===== src/rtl/alu_serial.sv =====
// Digit-serial ALU: one DIGIT_W-bit digit per clock, LSB digit first, with
// chained carry/borrow, N/H/Z/C flags and a start/busy/done handshake.
`timescale 1ns/1ps

module alu_serial #(
    parameter int unsigned WIDTH   = 8,
    parameter int unsigned DIGIT_W = 4
) (
    input  logic             clk,
    input  logic             rst,
    input  logic             start,
    input  logic [2:0]       alu_op,
    input  logic [WIDTH-1:0] in_A,
    input  logic [WIDTH-1:0] in_B,
    input  logic             in_C,
    output logic             busy,
    output logic             done,
    output logic [WIDTH-1:0] out,
    output logic             out_Z,
    output logic             out_N,
    output logic             out_H,
    output logic             out_C
);

    localparam int unsigned NUM_DIGITS = WIDTH / DIGIT_W;
    localparam int unsigned CNT_W      = (NUM_DIGITS > 2) ? $clog2(NUM_DIGITS) : 1;
    localparam int unsigned SUM_W      = DIGIT_W + 1;
    localparam int unsigned RES_W      = WIDTH - DIGIT_W;
    localparam logic [CNT_W-1:0] LAST_DIGIT = CNT_W'(NUM_DIGITS - 1);

    localparam logic [2:0] OP_ADD = 3'd0;
    localparam logic [2:0] OP_ADC = 3'd1;
    localparam logic [2:0] OP_SUB = 3'd2;
    localparam logic [2:0] OP_SBC = 3'd3;
    localparam logic [2:0] OP_AND = 3'd4;
    localparam logic [2:0] OP_XOR = 3'd5;
    localparam logic [2:0] OP_OR  = 3'd6;
    localparam logic [2:0] OP_CP  = 3'd7;

    typedef enum logic {
        S_IDLE = 1'b0,
        S_RUN  = 1'b1
    } state_t;

    state_t             r_state, w_nx_state;
    logic [2:0]         r_op, w_nx_op;
    logic [WIDTH-1:0]   r_a, w_nx_a;
    logic [WIDTH-1:0]   r_b, w_nx_b;
    logic               r_cy, w_nx_cy;
    logic [CNT_W-1:0]   r_cnt, w_nx_cnt;
    logic [RES_W-1:0]   r_res, w_nx_res;
    logic               r_dig0_cy, w_nx_dig0_cy;
    logic               r_busy, w_nx_busy;
    logic               r_done, w_nx_done;
    logic [WIDTH-1:0]   r_out, w_nx_out;
    logic               r_z, w_nx_z;
    logic               r_n, w_nx_n;
    logic               r_h, w_nx_h;
    logic               r_c, w_nx_c;

    logic [DIGIT_W-1:0] w_a_dig;
    logic [DIGIT_W-1:0] w_b_dig;
    logic [SUM_W-1:0]   w_add;
    logic [SUM_W-1:0]   w_sub;
    logic [DIGIT_W-1:0] w_dig_res;
    logic               w_dig_cy;
    logic [WIDTH-1:0]   w_res_full;
    logic               w_is_sub;
    logic               w_is_arith;
    logic               w_last;

    // Current digit of each operand, selected by the digit counter
    assign w_a_dig = DIGIT_W'(r_a >> (DIGIT_W * 32'(r_cnt)));
    assign w_b_dig = DIGIT_W'(r_b >> (DIGIT_W * 32'(r_cnt)));

    // Bit DIGIT_W of the subtract wraps to 1 exactly when a borrow occurs
    assign w_add = {1'b0, w_a_dig} + {1'b0, w_b_dig} + SUM_W'(r_cy);
    assign w_sub = {1'b0, w_a_dig} - {1'b0, w_b_dig} - SUM_W'(r_cy);

    assign w_is_sub   = (r_op == OP_SUB) || (r_op == OP_SBC) || (r_op == OP_CP);
    assign w_is_arith = !((r_op == OP_AND) || (r_op == OP_XOR) || (r_op == OP_OR));
    assign w_last     = (r_cnt == LAST_DIGIT);

    always_comb begin
        w_dig_res = '0;
        w_dig_cy  = 1'b0;
        unique case (r_op)
            OP_ADD, OP_ADC: begin
                w_dig_res = w_add[DIGIT_W-1:0];
                w_dig_cy  = w_add[DIGIT_W];
            end
            OP_SUB, OP_SBC, OP_CP: begin
                w_dig_res = w_sub[DIGIT_W-1:0];
                w_dig_cy  = w_sub[DIGIT_W];
            end
            OP_AND:  w_dig_res = w_a_dig & w_b_dig;
            OP_XOR:  w_dig_res = w_a_dig ^ w_b_dig;
            OP_OR:   w_dig_res = w_a_dig | w_b_dig;
            default: w_dig_res = '0;
        endcase
    end

    // Full computed value once the final digit lands on top of the shifted digits
    assign w_res_full = {w_dig_res, r_res};

    always_comb begin
        w_nx_state   = r_state;
        w_nx_op      = r_op;
        w_nx_a       = r_a;
        w_nx_b       = r_b;
        w_nx_cy      = r_cy;
        w_nx_cnt     = r_cnt;
        w_nx_res     = r_res;
        w_nx_dig0_cy = r_dig0_cy;
        w_nx_busy    = r_busy;
        w_nx_done    = 1'b0;
        w_nx_out     = r_out;
        w_nx_z       = r_z;
        w_nx_n       = r_n;
        w_nx_h       = r_h;
        w_nx_c       = r_c;

        unique case (r_state)
            S_IDLE: begin
                if (start) begin
                    w_nx_state = S_RUN;
                    w_nx_busy  = 1'b1;
                    w_nx_op    = alu_op;
                    w_nx_a     = in_A;
                    w_nx_b     = in_B;
                    w_nx_cy    = ((alu_op == OP_ADC) || (alu_op == OP_SBC)) ? in_C : 1'b0;
                    w_nx_cnt   = '0;
                end
            end
            S_RUN: begin
                w_nx_cy  = w_dig_cy;
                w_nx_res = w_res_full[WIDTH-1:DIGIT_W];
                w_nx_cnt = r_cnt + CNT_W'(1);
                if (r_cnt == '0) begin
                    w_nx_dig0_cy = w_dig_cy;
                end
                if (w_last) begin
                    w_nx_state = S_IDLE;
                    w_nx_busy  = 1'b0;
                    w_nx_done  = 1'b1;
                    w_nx_out   = (r_op == OP_CP) ? r_a : w_res_full;
                    w_nx_z     = (w_res_full == '0);
                    w_nx_n     = w_is_sub;
                    w_nx_c     = w_is_arith ? w_dig_cy : 1'b0;
                    w_nx_h     = w_is_arith ? r_dig0_cy : (r_op == OP_AND);
                end
            end
            default: w_nx_state = S_IDLE;
        endcase
    end

    always_ff @(posedge clk) begin
        if (rst) begin
            r_state   <= S_IDLE;
            r_op      <= '0;
            r_a       <= '0;
            r_b       <= '0;
            r_cy      <= 1'b0;
            r_cnt     <= '0;
            r_res     <= '0;
            r_dig0_cy <= 1'b0;
            r_busy    <= 1'b0;
            r_done    <= 1'b0;
            r_out     <= '0;
            r_z       <= 1'b0;
            r_n       <= 1'b0;
            r_h       <= 1'b0;
            r_c       <= 1'b0;
        end else begin
            r_state   <= w_nx_state;
            r_op      <= w_nx_op;
            r_a       <= w_nx_a;
            r_b       <= w_nx_b;
            r_cy      <= w_nx_cy;
            r_cnt     <= w_nx_cnt;
            r_res     <= w_nx_res;
            r_dig0_cy <= w_nx_dig0_cy;
            r_busy    <= w_nx_busy;
            r_done    <= w_nx_done;
            r_out     <= w_nx_out;
            r_z       <= w_nx_z;
            r_n       <= w_nx_n;
            r_h       <= w_nx_h;
            r_c       <= w_nx_c;
        end
    end

    assign busy  = r_busy;
    assign done  = r_done;
    assign out   = r_out;
    assign out_Z = r_z;
    assign out_N = r_n;
    assign out_H = r_h;
    assign out_C = r_c;

endmodule


===== config.mk =====
export PLATFORM = sky130hd
export DESIGN_NAME = alu_serial
export DESIGN_NICKNAME = d
export VERILOG_FILES = /design/src/rtl/alu_serial.sv
export SDC_FILE = /design/constraint.sdc
export NUM_CORES = 1
export LEC_CHECK = 0
export BUFFER_PORTS_ARGS = -buffer_cell sky130_fd_sc_hd__buf_4
export CORE_ASPECT_RATIO = 0.6
export CORE_MARGIN = 1
export CORE_UTILIZATION = 30
export DETAILED_ROUTE_END_ITERATION = 8
export SLEW_MARGIN = 20
export SYNTH_ARGS = -nofsm -noshare
export SYNTH_HDL_FRONTEND = slang
export SYNTH_SLANG_ARGS = --single-unit

===== constraint.sdc =====
create_clock -name clk -period 4.2 [get_ports clk]
set_clock_uncertainty 0.15 [all_clocks]
set_input_delay 0.84 -clock clk [delete_from_list [all_inputs] [get_ports clk]]
set_output_delay 0.84 -clock clk [all_outputs]
set_load 0.05 [all_outputs]

# --- After elaboration in Yosys (flattened, before gate mapping) ---
# Cells that the tools add are included.
totals:
  regBits: 41
  latch_bits: 0
  mem_bits_rw: 0
  rom_bits: 0
  input_bits: 23
  out_inout_bits: 14
  n_memories: 0
classes:
  add_sub_neg: 5
  multipliers: 0
  div_mod_pow: 0
  order_cmp: 0
  n_eq_ne: 11
  n_shift: 2
  n_mux: 17
  bitwise: 5
  reduce_logical: 14
op_table:
  columns: ["cell", "n"]
  rows:
  - ["4-bit case mux with 5 select lines", 1]
  - ["8-bit by 3-bit right shift with 4-bit output", 2]
  - ["3-bit equality test, second input constant", 4]
  - ["1-bit two-way mux", 10]
  - ["1-bit case mux with 2 select lines", 5]
  - ["3-bit by 2-bit equality test with 1-bit output, second input constant", 3]
  - ["8-bit zero test", 1]
  - ["8-bit two-way mux", 1]
  - ["2-bit AND reduction", 4]
  - ["3-bit by 1-bit equality test with 1-bit output, second input constant", 2]
  - ["4-bit by 4-bit adder with 5-bit output", 1]
  - ["5-bit by 1-bit adder with 5-bit output", 1]
  - ["1-bit logical OR", 5]
  - ["4-bit by 4-bit subtractor with 5-bit output", 1]
  - ["5-bit by 1-bit subtractor with 5-bit output", 1]
  - ["4-bit AND", 1]
  - ["4-bit OR", 1]
  - ["2-bit OR reduction", 2]
  - ["4-bit XOR", 1]
  - ["3-bit zero test", 1]
  - ["3-bit OR reduction", 1]
  - ["2-bit by 1-bit inequality test with 1-bit output, second input constant", 1]
  - ["2-bit inequality test, second input constant", 1]
  - ["1-bit NOT", 2]
  - ["1-bit adder, second input constant", 1]

# --- Logic depth before layout (Yosys ltp) ---
depth:
  word_depth: 5
  depth_mapped: 10
  depth_no_buf: 9

# --- Least setup slack after synthesis ---
# No wires, ideal clock.
synth_timing:
  kind: "register -> register"
  startpoint: "register r_cnt"
  endpoint: "register r_z (netlist: out_Z)"
  t_arrival_ns: 2.862
  required_ns: 3.988
  setup_slack_ns: 1.126
  stages_incl_launch_ff: 11
  n_path_buf: 1
  period_less_slack_ns: 3.074
  cell_sequence: "dfxtp_1 > buf_1 > mux2i_1 > inv_1 > fa_1 > fa_1 > nand2b_1 > a22oi_1 > o32a_1 > nor2_1 > a32o_1"
synth_via:
  elab_chain_len: 5
  word_cells_on_any_way: 12
  cone_classes: "4 x add/sub; 2 x shift; 1 x mux; 3 x bitwise; 2 x reduce/logical"
synth_lines:
  columns: ["item", "line", "source"]
  rows:
  - ["start: declaration", "50", "logic [CNT_W-1:0] r_cnt, w_nx_cnt;"]
  - ["start signal: assignment", "180", "r_cnt <= w_nx_cnt;"]
  - ["8-bit by 3-bit right shift with 4-bit output, on equally long branches", "73, 74", null]
  - ["4-bit by 4-bit subtractor with 5-bit output / 4-bit by 4-bit adder with 5-bit output (equally long branches)", "78, 77", null]
  - ["5-bit by 1-bit subtractor with 5-bit output / 5-bit by 1-bit adder with 5-bit output (equally long branches)", "78, 77", null]
  - ["4-bit case mux with 5 select lines", "87", "unique case (r_op)"]
  - ["8-bit zero test", "147", "w_nx_z = (w_res_full == '0);"]
  - ["end signal: assignment", "186", "r_z <= w_nx_z;"]
  - ["end: declaration", "56", "logic r_z, w_nx_z;"]
# Parallel ways exist; a longest one is shown, timed or not.
# A chain may end at the register's enable or synchronous reset.

# --- Worst setup path in the final report ---
# Same ends and word-level chain as after synthesis.

==> impl_metrics.toml <==
[drt]
drtPass1Iterations = 6
vias = 1840
wl_per_cell_um = 14.2
dr_wl_met3_um = 514
top_layer = "met4"
drc_errors = 4
vias_per_cell = 4.92
dr_wl_met2_mm = 1.90
drt_wl_total_mm = 5.33
wl_met1_mm = 2.89
antenna_left = 0
drtIter0Drc = 170

[final_layout]
num_antenna_cells = 0
final_cells = 374
drive_gt1_frac = 0.178
nNetsFinal = 325
syn_to_final_growth_pct = 21.7
multi_input_area_sq_um = 1200
final_cell_area_sq_um = 2610
fillCellCount = 698
regArea_sq_um = 821
layout_common_cells = "nand2_1 (55), dfxtp_1 (41), buf_4 (37)"
layout_commonest_cell = "nand2_1"

[place]
placed_area_sq_um = 2460
dp_cells = 366
gp_congestion = 0.917
numPortBuffers = 36
dp_hpwl_mm = 4.11
post-place-ws_ps = 975

[synth]
ys_ff_latch = 41
ys_types = 40
syn_area_per_cell_sq_um = 8.30
syn-cell-area_sq_um = 2140
ys_seq_area_frac = 0.383
synth_fp_nets = 297
synth_top_area_cell = "dfxtp_1"
synth_warnings = 0
synth_area_leaders = "dfxtp_1 (38%), nand2_1 (9.6%), mux2i_1 (7.9%), ha_1 (7.0%), a21oi_1 (6.5%)"
synthCells = 258
synth_top_area_share = 0.383

[timing]
slew_headroom = 0.515
slew_violations = 0
max_freq_mhz = 307
hold_viol = 0
min_period_ps = 3260
fin_setup_tns_ps = 0
rsz0062_at_grt = "no"
worst_slack_ps = 942
finalCritPeriodShare = 0.776
worstMarginPinSlew_ps = 727
setup_viol = 0

[clocking]
insertion_delay_ps = 290
cts_buffer_depth = 2
ctsHoldBuffers = 0
clockRootBuffer = "clkbuf_16"
postCtsSetupBuffers = 0
cts_buffers = 5
cts_num_sinks = 41
cts.repair.resized = 0
cts_max_level = 2
clk_pin_slew_ps = 60
tritoncts = "yes"

[power]
pwr-share-clk = 0.380
switchingPower_uw = 280
switching_share = 0.285
leakage_nw = 1.15
p_comb_frac = 0.176
vdd_ir_drop_max_mv = 0.160
intPower_uw = 702
powerDensity_nw_per_um2 = 376
seq_power_share = 0.444

[worst_setup_path]
slowest_delay_ps = 730
crit_start = "r_cnt$_SDFFE_PP0P_"
cp.depth = 9
ff2ff_setup_slack_ps = 940
reg2reg_from = "r_cnt$_SDFFE_PP0P_"
crit_type = "register to register"
endpoint_kind = "register"
worstPathRequired_ps = 4280
crit_buf_inv = 1
cp_data_arrival_time_ps = 3330
crit_end = "out_Z$_SDFFE_PP0P_"
startpoint_type = "register"
crit_slowest_cell = "dfxtp_1"
r2r_end = "out_Z$_SDFFE_PP0P_"
r2r_cells = 9
worstPathCellList = "mux2i_1 > inv_1 > fa_1 > fa_1 > nand2b_1 > a22oi_1 > o32a_1 > nor2_1 > a32o_1"
worstPathMaxFanout = 13
path_common_cell = "fa_1"
crit_family = "adder cells"

[floorplanning]
ios = 37
fp.dieH_um = 67.5
die-width_um = 111
start_util = 0.315
core-area_sq_um = 6790
fp.dieArea_sq_um = 7490
rows = 23

[grt]
grt_pass1_wl_mm = 8.82
grt_pass1_vias = 1682
grt_use_total = 0.156
grt-ovfl-total = 0
grt_antenna_before_repair = 0
grt_max_degree = 29

[min_path]
whs_path_depth = 2
hold_path.class = "register to register"

[outcome]
status = "finished, violations left"
violations = "design-rule violations"

[job]
cap_violations = 0
-- final cells by class --
type,instances,share of cell area
Multi-Input combinational cell,186,0.461
Sequential cell,41,0.315
Timing Repair Buffer,37,0.107
Clock buffer,5,0.0480
Tap cell,87,0.0417
Inverter,15,0.0216
Clock inverter,3,0.00672
-- registers in the layout, summed over array words and instances, names as in the netlist, 3 cells and up --
signal	cells
out	8
r_op	3
r_a	8
r_b	8
r_res	4
-- power groups by stage --
stage / Combinational (mW) / Clock, mW / Sequential [mW]
after CTS: 0.172 / 0.381 / 0.435
after detailed placement: 0.171 / 0 / 0.444
after floorplan: 0.122 / 0 / 0.437
final: 0.173 / 0.373 / 0.436
after global placement: 0.168 / 0 / 0.443
after global routing: 0.194 / 0.397 / 0.438
-- worst register-to-register path: cells and delay by family, from the launching register on --
| family | cells | cell delay, ps |
|---|---|---|
| multiplexers | 1 | 410 |
| AND/OR/NAND/NOR | 2 | 230 |
| buffers and inverters | 1 | 130 |
| flip-flops | 1 | 730 |
| adder cells (fa/ha/maj) | 2 | 870 |
| AO/OA/AOI/OAI | 3 | 670 |
-- worst min path at each step --
stage                             start                  end  slack [ps]
global route        out[0]$_SDFFE_PP0P_  out[0]$_SDFFE_PP0P_         320
finish              out[0]$_SDFFE_PP0P_  out[0]$_SDFFE_PP0P_         300
global placement    out[5]$_SDFFE_PP0P_  out[5]$_SDFFE_PP0P_         290
floorplan           r_b[0]$_SDFFE_PP0P_  r_b[0]$_SDFFE_PP0P_         290
detailed placement  out[0]$_SDFFE_PP0P_  out[0]$_SDFFE_PP0P_         290
CTS                 r_b[6]$_SDFFE_PP0P_  r_b[6]$_SDFFE_PP0P_         310
-- per-layer routing --
metal	vias up	global-route usage
li1	930	-
met1	832	0.243
met2	75	0.196
met3	3	0.0503
met4	0	0.0355
met5	-	0
-- cells in the mapped netlist (all sizes together) --
| library cell | number |
|---|---|
| nor4 | 1 |
| nand2b | 3 |
| a221oi | 2 |
| fa | 4 |
| buf | 7 |
| nor2 | 16 |
| ha | 12 |
| o21a | 1 |
| xnor2 | 1 |
| o32ai | 1 |
| nand4b | 1 |
| a311oi | 1 |
| mux2i | 17 |
| o32a | 1 |
| nand3 | 4 |
| inv | 15 |
| nand3b | 2 |
| xor2 | 2 |
| a22o | 1 |
| and3 | 1 |
| or2 | 2 |
| a211oi | 6 |
| o21ai | 11 |
| nor2b | 3 |
| a21oi | 28 |
| o22a | 2 |
| mux2 | 1 |
| a32o | 1 |
| nand2 | 55 |
| dfxtp | 41 |
| a21o | 1 |
| clkbuf | 9 |
| a22oi | 4 |
| and4 | 1 |
-- cells by family after synthesis --
logic type	after synthesis	share of synthesized area
flops	41	0.383
simple gates	89	0.178
compound gates	60	0.176
xor+xnor	3	0.0123
mux	18	0.0847
buf+inv	31	0.0578
fa+ha+maj	16	0.107
-- per-stage QoR --
step / util / power [mW] / hold WS (ps)
final: 0.384 / 0.982 / 302
after global routing: 0.384 / 1.03 / 321
after CTS: 0.383 / 0.988 / 306
after detailed placement: 0.362 / 0.614 / 295
after global placement: 0.362 / 0.611 / 289
after floorplan: - / 0.559 / 286
Power figures use the tool's default switching activity.
